<file path="src/rtl/instruction_loader.sv">
// Packs a UART byte stream into big-endian instructions and writes them to
// consecutive word addresses until a halt word arrives or memory fills up.
module instruction_loader #(
    parameter int unsigned NBITS = 8,
    parameter int unsigned INST_BITS = 32,
    parameter int unsigned CELLS = 256,
    parameter logic [INST_BITS-1:0] HALT_WORD = 32'hFFFFFFFF
) (
    input  logic                 i_clk,
    input  logic                 i_rst,
    input  logic                 i_start,
    input  logic [NBITS-1:0]     i_rx_data,
    input  logic                 i_rx_valid,
    output logic [INST_BITS-1:0] o_addr,
    output logic [INST_BITS-1:0] o_data,
    output logic                 o_wr_en,
    output logic                 o_busy,
    output logic                 o_done,
    output logic                 o_overflow,
    output logic [INST_BITS-1:0] o_words
);

    localparam int unsigned BYTES = INST_BITS / NBITS;
    localparam int unsigned CNT_W = (BYTES > 1) ? $clog2(BYTES) : 1;
    localparam int unsigned SHIFT_W = INST_BITS - NBITS;
    localparam logic [CNT_W-1:0] CNT_LAST = CNT_W'(BYTES - 1);
    localparam logic [INST_BITS-1:0] LAST_ADDR = INST_BITS'(CELLS - BYTES);
    localparam logic [INST_BITS-1:0] ADDR_STEP = INST_BITS'(BYTES);

    typedef enum logic [1:0] {StIdle, StRecv, StWrite, StDone} state_e;

    state_e               state_q, state_d;
    logic [INST_BITS-1:0] addr_q, addr_d;
    logic [INST_BITS-1:0] data_q, data_d;
    logic [INST_BITS-1:0] words_q, words_d;
    logic [SHIFT_W-1:0]   shift_q, shift_d;
    logic [CNT_W-1:0]     cnt_q, cnt_d;
    logic                 wr_en_q, wr_en_d;
    logic                 busy_q, busy_d;
    logic                 done_q, done_d;
    logic                 overflow_q, overflow_d;
    logic                 accept;

    always_comb begin
        state_d    = state_q;
        addr_d     = addr_q;
        data_d     = data_q;
        words_d    = words_q;
        shift_d    = shift_q;
        cnt_d      = cnt_q;
        done_d     = done_q;
        overflow_d = overflow_q;
        accept     = 1'b0;

        unique case (state_q)
            StIdle, StDone: begin
                if (i_start) begin
                    addr_d     = '0;
                    words_d    = '0;
                    cnt_d      = '0;
                    shift_d    = '0;
                    done_d     = 1'b0;
                    overflow_d = 1'b0;
                    state_d    = StRecv;
                end
            end
            StRecv: accept = i_rx_valid;
            StWrite: begin
                words_d = words_q + 1'b1;
                if (data_q == HALT_WORD) begin
                    done_d  = 1'b1;
                    state_d = StDone;
                end else if (addr_q == LAST_ADDR) begin
                    done_d     = 1'b1;
                    overflow_d = 1'b1;
                    state_d    = StDone;
                end else begin
                    addr_d  = addr_q + ADDR_STEP;
                    state_d = StRecv;
                    // A byte arriving during the strobe starts the next word.
                    accept  = i_rx_valid;
                end
            end
            default: state_d = StIdle;
        endcase

        if (accept) begin
            shift_d = {shift_q[SHIFT_W-NBITS-1:0], i_rx_data};
            cnt_d   = cnt_q + 1'b1;
            if (cnt_q == CNT_LAST) begin
                data_d  = {shift_q, i_rx_data};
                state_d = StWrite;
            end
        end
    end

    // Strobe and busy are derived from the next state so they stay registered.
    assign wr_en_d = (state_d == StWrite);
    assign busy_d  = (state_d == StRecv) || (state_d == StWrite);

    always_ff @(posedge i_clk) begin
        if (i_rst) begin
            state_q    <= StIdle;
            addr_q     <= '0;
            data_q     <= '0;
            words_q    <= '0;
            shift_q    <= '0;
            cnt_q      <= '0;
            wr_en_q    <= 1'b0;
            busy_q     <= 1'b0;
            done_q     <= 1'b0;
            overflow_q <= 1'b0;
        end else begin
            state_q    <= state_d;
            addr_q     <= addr_d;
            data_q     <= data_d;
            words_q    <= words_d;
            shift_q    <= shift_d;
            cnt_q      <= cnt_d;
            wr_en_q    <= wr_en_d;
            busy_q     <= busy_d;
            done_q     <= done_d;
            overflow_q <= overflow_d;
        end
    end

    assign o_addr     = addr_q;
    assign o_data     = data_q;
    assign o_wr_en    = wr_en_q;
    assign o_busy     = busy_q;
    assign o_done     = done_q;
    assign o_overflow = overflow_q;
    assign o_words    = words_q;

endmodule
</file>
<file path="config.mk">
export PLATFORM = sky130hd
export DESIGN_NAME = instruction_loader
export DESIGN_NICKNAME = d
export VERILOG_FILES = /design/src/rtl/instruction_loader.sv
export SDC_FILE = /design/constraint.sdc
export NUM_CORES = 1
export LEC_CHECK = 0
export CORE_MARGIN = 2
export CORE_UTILIZATION = 52
export DETAILED_ROUTE_END_ITERATION = 7
export GPL_TIMING_DRIVEN = 0
export PLACE_DENSITY = 0.8
export SETUP_SLACK_MARGIN = 0.1
export SYNTH_ARGS = -nofsm -noshare
export SYNTH_HDL_FRONTEND = slang
export SYNTH_SLANG_ARGS = --single-unit
</file>
<file path="constraint.sdc">
create_clock -name i_clk -period 3.1 [get_ports i_clk]
set_clock_uncertainty 0.1 [all_clocks]
set_input_delay 0.465 -clock i_clk [delete_from_list [all_inputs] [get_ports i_clk]]
set_output_delay 0.465 -clock i_clk [all_outputs]
set_load 0.02 [all_outputs]
</file>
Yosys cells after proc, flatten, opt, wreduce, memory -nomap -nowiden. Cells that the tools add are included.

Register bits after elaboration: 128. Latch bits: 0. Bits in writable memories: 0. Memory bits (read-only): 0. Output and inout bits: 100. Memories kept: 0.

Add/sub/neg operators: 3. $mul: 0. Divide/modulo/power cells: 0. Magnitude comparators: 0. Equal/unequal tests: 13. Shift-type cells: 0. Mux-type cells: 26. Bitwise logic cells: 0. Reduce and logical (&&, ||, !) cells: 12.

Operators by type and width (count): one-hot mux 32 bit (2 select lines) (2); two-way mux 32 bit (3); two-way mux 24 bit (3); adder 32 x 1 -> 32 bit, second input constant (1); adder 32 x 3 -> 32 bit, second input constant (1); == test 32 bit, second input constant (1); == test 32 x 8 -> 1 bit, second input constant (1); two-way mux 2 bit (8); == test 2 bit, second input constant (4); != test 2 bit, second input constant (4); AND reduction 4 bit (2); two-way mux 1 bit (6); one-hot mux 1 bit (2 select lines) (3); AND reduction 2 bit (3); nonzero test 2 bit (3); == test 2 x 1 -> 1 bit, second input constant (2); one-hot mux 2 bit (2 select lines) (1); != test 3 bit, second input constant (1); AND reduction 3 bit (1); adder 2 x 1 -> 2 bit, second input constant (1); zero test 2 bit (1); OR reduction 2 bit (1); logical OR 1 bit (1).

Longest topological paths before layout. Gate-level depths: netlist of the first run.

Depth after elaboration: 8. Gate-level depth with buffers: 11. Mapped depth without buffers: 8.

Worst setup path after synthesis of the first run. OpenSTA, ideal clock, no wires.

Path type: reg2reg. From: reg addr_q[4], in the netlist o_addr[4]. To: reg busy_q, in the netlist o_busy. Arrival time: 2.329 ns. Data required time: 2.874 ns. Setup slack: 0.544 ns. Cell stages (with the launch flop): 11. Path buffers: 2. Clock period less this slack: 2.556 ns. Path through: dfxtp_1 -> and3_1 -> nand3_1 -> or4_4 -> nand3_4 -> a21o_1 -> buf_6 -> buf_12 -> nand3_1 -> ha_1 -> nor2_1.

Word-level cells in the longest chain between the ends: 8. Elaborated cells on any way between the ends: 12.

RTL lines: start, declared (line 33) `logic [INST_BITS-1:0] addr_q, addr_d;`; start signal, assigned (line 115) `addr_q <= addr_d;`; == test 32 x 8 -> 1 bit (*) (line 73) `end else if (addr_q == LAST_ADDR) begin`; two-way mux 2 bit (line 73); two-way mux 2 bit (line 70) `if (data_q == HALT_WORD) begin`; one-hot mux 2 bit (2 select lines) (line 55) `unique case (state_q)`; two-way mux 2 bit (line 90) `if (cnt_q == CNT_LAST) begin`; two-way mux 2 bit (*) (line 87) `if (accept) begin`; == test 2 x 1 -> 1 bit or == test 2 bit (tied branches) (line 99) `assign busy_d = (state_d == StRecv) || (state_d == StWrite);`; logical OR 1 bit (*) (line 99); end signal, assigned (line 121) `busy_q <= busy_d;`; end, declared (line 39) `logic busy_q, busy_d;`.

Every way passes the cells marked *; elsewhere a longest branch is shown, timed or not. A chain may end at the register's enable or synchronous reset.

Worst setup path in the final report of the first run.
From: reg state_q[0]. To: reg words_q[27], in the netlist o_words[27].

Word-level cells in the longest chain between the ends: 4. Elaborated cells on any way between the ends: 8.

RTL lines: start, declared (line 32) `state_e state_q, state_d;`; start signal, assigned (line 103) `state_q <= StIdle;`; start signal, assigned (line 114) `state_q <= state_d;`; == test 2 bit or zero test 2 bit (tied branches) (line 55); OR reduction 2 bit (line 55); != test 2 bit (no line) or nonzero test 2 bit (tied branches); AND reduction 2 bit (no line); end signal, assigned (line 117) `words_q <= words_d;`; end, declared (line 35) `logic [INST_BITS-1:0] words_q, words_d;`.

Parallel ways exist; a longest one is shown, timed or not.

==> metrics.txt, run 1 <==
via count=5682; Bufs and invs on worst path=2; hold_ws=roughly 0.38 ns; CP arrival=3.06 ns; Rows=39; fin cells=around 980; CP max stage cell=nor3_2; Worst Reg-to-Reg Cells=9; # port buffers=109; Worst slew margin=0.329; gpl congestion=0.896; Post-Syn Area=~6000 um^2; CTS tree=built; drt pass-1 iters=5; Overflow after GRT=0; post-synthesis register bit count=roughly 130; status=complete, no violations; DR DRC count=0; worst path cell trace=inv_1, ha_1, clkbuf_2, mux2_2, nand4_1, nor3_2, nand4_1, xor2_1, nor2_1; kind of critical path=reg2reg; full die area=about 12000 um^2; ys async rst share=0; Synth cell types=between 40 and 50; Top delay family on crit path=simple AND/OR/NAND/NOR gates; share of total power in combinational logic=0.045; final setup fails=0; EDFF count, synth=0; H-tree Lvls=4; drt initial violations=~550; Switch Pwr=0.000842 W; boundary pin count=~110; clock net sink count=126; CP max FO=9; clk root buf=clkbuf_16; max incr delay on CP=between 0.4 and 0.5 ns; DR WL/cell=16.9 um; post-route setup TNS=0 ns; share of power burned in registers=0.421; Final Hold Vio Count=0; Setup crit end kind=flop; hold depth=2; Synth top area share=0.420; post-synth top area cell=dfxtp_1; Worst Hold Path EP=o_done; Synth warnings=0; Initial Util=0.529; syn avg cell area=just under 9 um^2; Inserted Diodes=0; Die W=between 100 and 150 um; drt via density=5.83; die height=112 um; RSZ-0062 raised after global routing=yes; P_leak=roughly 2.9 nW; Total GRT Usage=0.263; Mapped Cells=690; Clock Power Share=0.535; power per cell area=between 400 and 500 nW/um^2; max-cap violations=0; antenna violations before repair=0; post-DP HPWL=~12000 um; WP data required=3.29 ns; minimum clock period=~2.9 ns; HP Class=reg2reg; CP Launch Type=flop; first-pass GRT wire length=26700 um; largest net degree at the start of global routing=17; Antenna Violating Nets Remaining=0; reg2reg end=o_words[27]; # nets final=838; main area contributors after synthesis=dfxtp_1 42%, mux2i_1 6.7%, nand2b_1 6.7%; Fmax=348 MHz; worst vdd ir=between 300 and 400 uV; share of cells above drive strength 1=0.0685; Reg2Reg Setup Slack=roughly 0.23 ns; clock buffer depth=2; reg2reg start=state_q[0]; CP most frequent cell=nand4_1; register area share after synthesis=0.420; Int Pwr=0.00303 W; Final Util=0.696; Syn-to-layout area delta=31.7%; Slew @ Worst Pin=approximately 1 ns; dpl cells=~940; max-slew violations=0; switching part of the total power=0.218; HP Start=o_done; Clock Pin Slew Worst Setup and Hold Paths=around 0.050 ns; final WL=~16000 um; Worst-Skew Late Latency=between 0.4 and 0.5 ns; ys flop type=dfxtp_1; post-route clock period utilization=0.927; core footprint=11400 um^2; CTS Buf Count=17; # fillers=918; vias in the first global route=5522
==> worst min-delay path, cell delays in order (launching register included) <==
cell and delay [ns]:
dfxtp_1 0.33, nor2_1 0.05, nor2_1 0.07
==> kinds of logic (layout without fill, tap and decap cells) <==
kind of cell / count (synthesis) / in the layout / synth area share
compound gates: 84 / 84 / 0.0885
buf+inv: 56 / 197 / 0.0516
xor+xnor: 27 / 27 / 0.0394
mux: 41 / 41 / 0.0685
simple gates: 348 / 348 / 0.317
other cells: 1 / 2 / 0.000624
fa+ha+maj: 7 / 7 / 0.0146
flops: 126 / 126 / 0.420
==> power groups by stage <==
stage / clock (W) / sequential (W) / combinational [W]
2_1_floorplan: 0 / 0.00166 / 0.000110
6_report: 0.00207 / 0.00163 / 0.000173
4_1_cts: 0.00209 / 0.00163 / 0.000170
3_3_place_gp: 0 / 0.00166 / 0.000164
5_1_grt: 0.00216 / 0.00163 / 0.000187
3_5_place_dp: 0 / 0.00166 / 0.000169
==> timing repair <==
item,CTS,global route
resized for setup,0,3
hold buffers,0,0
setup endpoints to repair,0,12
buffers inserted,0,0
==> cell type report <==
class / count / area [um^2] / area share
Buffer: 47 / 277 / 0.0349
Clock buffer: 22 / 484 / 0.0612
Clock inverter: 10 / 134 / 0.0169
Inverter: 9 / 33.8 / 0.00427
Multi-Input combinational cell: 509 / 3190 / 0.404
Sequential cell: 126 / 2520 / 0.319
Tap cell: 143 / 179 / 0.0226
Timing Repair Buffer: 109 / 1090 / 0.138
==> worst max-delay path by stage <==
stage,startpoint,to,slack [ns],cells after the start
3_5_place_dp,i_start,o_words[27],0.13,7
3_3_place_gp,i_start,o_words[27],0.20,7
2_1_floorplan,o_addr[4],o_busy,0.54,10
5_1_grt,state_q[0],o_words[27],0.07,9
6_report,state_q[0],o_words[27],0.23,9
4_1_cts,state_q[0],o_words[27],0.10,9
==> Yosys cell counts, types with 3 or more instances <==
cell type	instances
dfxtp_1	126
nand3_1	71
nand2b_1	64
nand2_1	53
mux2i_1	40
nor2_1	39
nand4_1	33
a21oi_1	32
clkbuf_1	30
xor2_1	18
or4_1	16
nor4_1	15
o31ai_1	14
and3_1	13
or3_1	13
o21ai_1	12
inv_1	9
xnor2_1	9
and2_1	8
and4_1	7
ha_1	7
nor2b_1	6
nor3_1	6
o21ai_0	6
buf_6	5
buf_2	4
o21a_1	4
buf_12	3
o31a_1	3
==> metal layers <==
| metal | vias to the layer above | global-route usage | routed length, um |
|---|---|---|---|
| met1 | 2731 | 0.311 | 6880 |
| met3 | 33 | 0.0664 | 909 |
| met4 | 0 | 0.100 | 350 |
| li1 | 2727 | - | - |
| met2 | 191 | 0.461 | 8310 |
| met5 | - | 0 | 0 |
==> sequential cells by signal, indices dropped and copies added (netlist names) <==
name / flops
o_overflow: 1
o_words: 32
o_addr: 30
cnt_q: 2
state_q: 2
o_wr_en: 1
o_data: 32
o_busy: 1
shift_q: 24
o_done: 1
==> through the flow <==
| stage | area [um^2] | total power [W] | worst slack, ns |
|---|---|---|---|
| floorplan | 6010 | 0.00177 | 0.544 |
| global placement | 7280 | 0.00183 | 0.199 |
| detailed placement | 7280 | 0.00183 | 0.126 |
| CTS | 7900 | 0.00389 | 0.104 |
| global route | 7920 | 0.00397 | 0.0743 |
| finish | 7920 | 0.00387 | 0.226 |
==> placed cells by master (no fill, tap or decap), types with 5 or more instances in the layout <==
cell type,netlist,routed
dfxtp_1,126,126
clkdlybuf4s50_1,0,109
nand3_1,71,71
nand2b_1,64,64
nand2_1,53,53
mux2i_1,40,40
nor2_1,39,38
nand4_1,33,33
a21oi_1,32,32
clkbuf_1,30,31
xor2_1,18,18
clkbuf_16,0,17
or4_1,16,16
nor4_1,15,14
o31ai_1,14,14
or3_1,13,13
and3_1,13,13
o21ai_1,12,12
xnor2_1,9,9
inv_1,9,9
and2_1,8,8
and4_1,7,7
ha_1,7,7
o21ai_0,6,6
nor2b_1,6,6
nor3_1,6,5
buf_6,5,5
No activity file was read; power rests on OpenSTA's default activity.
==> run 2, diff against run 1 <==
Settings changed: CORE_MARGIN 2 to 8, SKIP_CTS_REPAIR_TIMING from default to 1.
==> run 2 against run 1 <==
- via count is essentially flat
- routed wire length increased by 3.0%
- maximum frequency up 0.78%
- critical path depth rose by 1
- sequential share of layout area increased by 0.12 points
- critical path type unchanged
- largest power group unchanged
==> metrics.txt, run 2 (synthesis gave the netlist of run 1 again) <==
vias in the first global route=between 5k and 6k; first-pass GRT wire length=roughly 27000 um; post-DP HPWL=~12000 um; reg2reg end=o_busy; drt pass-1 iters=5; FF/Latch Area=2520 um^2; Inserted Diodes=0; worst vdd ir=around 510 uV; reg2reg start=o_addr[26]; commonest non-fill, non-tap cell in the layout=dfxtp_1; post-route clock period utilization=0.920; DR WL/cell=between 15 and 20 um; CTS tree=built; clock net sink count=between 100 and 150; CP Launch Type=flop; WP data required=~3.3 ns; Clock Power Share=0.523; Fmax=between 300 and 400 MHz; final setup fails=0; commonest non-fill, non-tap cells in the layout=126 x dfxtp_1, 109 x clkdlybuf4s50_1, 71 x nand3_1; CP arrival=around 3 ns; full die area=roughly 15000 um^2; Die W=between 100 and 150 um; Slew @ Worst Pin=roughly 1.1 ns; antenna violations before repair=0; Reg2Reg Setup Slack=0.25 ns; hold depth=2; status=complete, no violations; largest net degree at the start of global routing=17; Total GRT Usage=0.223; Rows=39; final WL=between 15000 and 20000 um; Worst Reg-to-Reg Cells=10; HP Start=o_overflow; Worst Hold Path EP=o_overflow; # port buffers=between 100 and 150; fin cells=~980; Syn-to-layout area delta=31.2%; share of total power in combinational logic=0.045; Initial Util=0.529; HP Class=reg2reg; Int Pwr=slightly below 0.003 W; dpl cells=~940; share of power burned in registers=0.432; Final Hold Vio Count=0; Overflow after GRT=0; die height=roughly 120 um; Setup crit end kind=flop; P_leak=between 2 and 3 nW; via count=roughly 5.7k; max-cap violations=0; Multi-input gate area=between 3000 and 4000 um^2; Clock Pin Slew Worst Setup and Hold Paths=roughly 0.06 ns; share of cells above drive strength 1=0.0673; # nets final=between 800 and 900; Switch Pwr=0.000830 W; boundary pin count=~110; # fillers=between 900 and 1k; Worst-Skew Late Latency=about 0.42 ns; Antenna Violating Nets Remaining=0; switching part of the total power=0.220; kind of critical path=reg2reg; DR DRC count=0; drt initial violations=around 480; gpl congestion=0.861; CTS Buf Count=17; CP max FO=10; max-slew violations=0; power per cell area=~480 nW/um^2; core footprint=roughly 11000 um^2; drt via density=slightly below 6; H-tree Lvls=4; Worst slew margin=0.281; clock buffer depth=2; post-route setup TNS=0 ns; minimum clock period=2.85 ns; RSZ-0062 raised after global routing=no; clk root buf=clkbuf_16
[run 2: power by group through the flow]
stage / Sequential (W) / Combinational [W] / Clock (W)
2_1_floorplan: 0.00166 / 0.000110 / 0
4_1_cts: 0.00163 / 0.000169 / 0.00200
3_3_place_gp: 0.00166 / 0.000164 / 0
6_report: 0.00163 / 0.000172 / 0.00197
3_5_place_dp: 0.00166 / 0.000169 / 0
5_1_grt: 0.00163 / 0.000187 / 0.00208
[run 2: critical path, stage by stage, from the launching register on]
cell and delay, ns:
dfxtp_1 0.37, nor4_1 0.46, nand2_1 0.13, or4_4 0.59, nand3_4 0.16, a21o_1 0.15
buf_6 0.18, buf_12 0.17, o221ai_2 0.09, ha_1 0.30, nor2_1 0.09
[run 2: how the worst max path moves through the flow]
stage / to / slack (ns) / start / depth (start not counted)
floorplan: o_busy / 0.54 / o_addr[4] / 10
CTS: o_words[29] / 0.11 / state_q[0] / 9
finish: o_busy / 0.25 / o_addr[26] / 10
global placement: o_words[27] / 0.22 / i_start / 7
global route: o_words[29] / 0.14 / state_q[0] / 9
detailed placement: o_words[29] / 0.08 / i_start / 7
[run 2: per-layer routing]
layer	track usage	vias up	share of wire	wire length, um
li1	-	2722	-	-
met1	0.258	2671	0.40	6860
met2	0.378	252	0.49	8310
met3	0.0580	39	0.078	1330
met4	0.108	0	0.026	444
met5	0	-	0	0
[run 2: layout make-up]
cell class | count | area share
tap | 143 | 0.0227
clock inverter | 10 | 0.0141
inverter | 9 | 0.00428
timing repair buffer | 109 | 0.138
clock buffer | 22 | 0.0614
multi-input combinational | 509 | 0.404
buffer | 47 | 0.0351
sequential | 126 | 0.320
[run 2: stage by stage]
step / utilization / hold slack, ns / power (W) / setup slack [ns] / instance area (um^2)
2_1_floorplan: - / 0.340 / 0.00177 / 0.544 / 6010
3_3_place_gp: 0.641 / 0.351 / 0.00183 / 0.215 / 7280
3_5_place_dp: 0.641 / 0.367 / 0.00183 / 0.0796 / 7280
4_1_cts: 0.693 / 0.382 / 0.00380 / 0.105 / 7880
5_1_grt: 0.694 / 0.392 / 0.00389 / 0.135 / 7890
6_report: 0.694 / 0.377 / 0.00378 / 0.248 / 7890
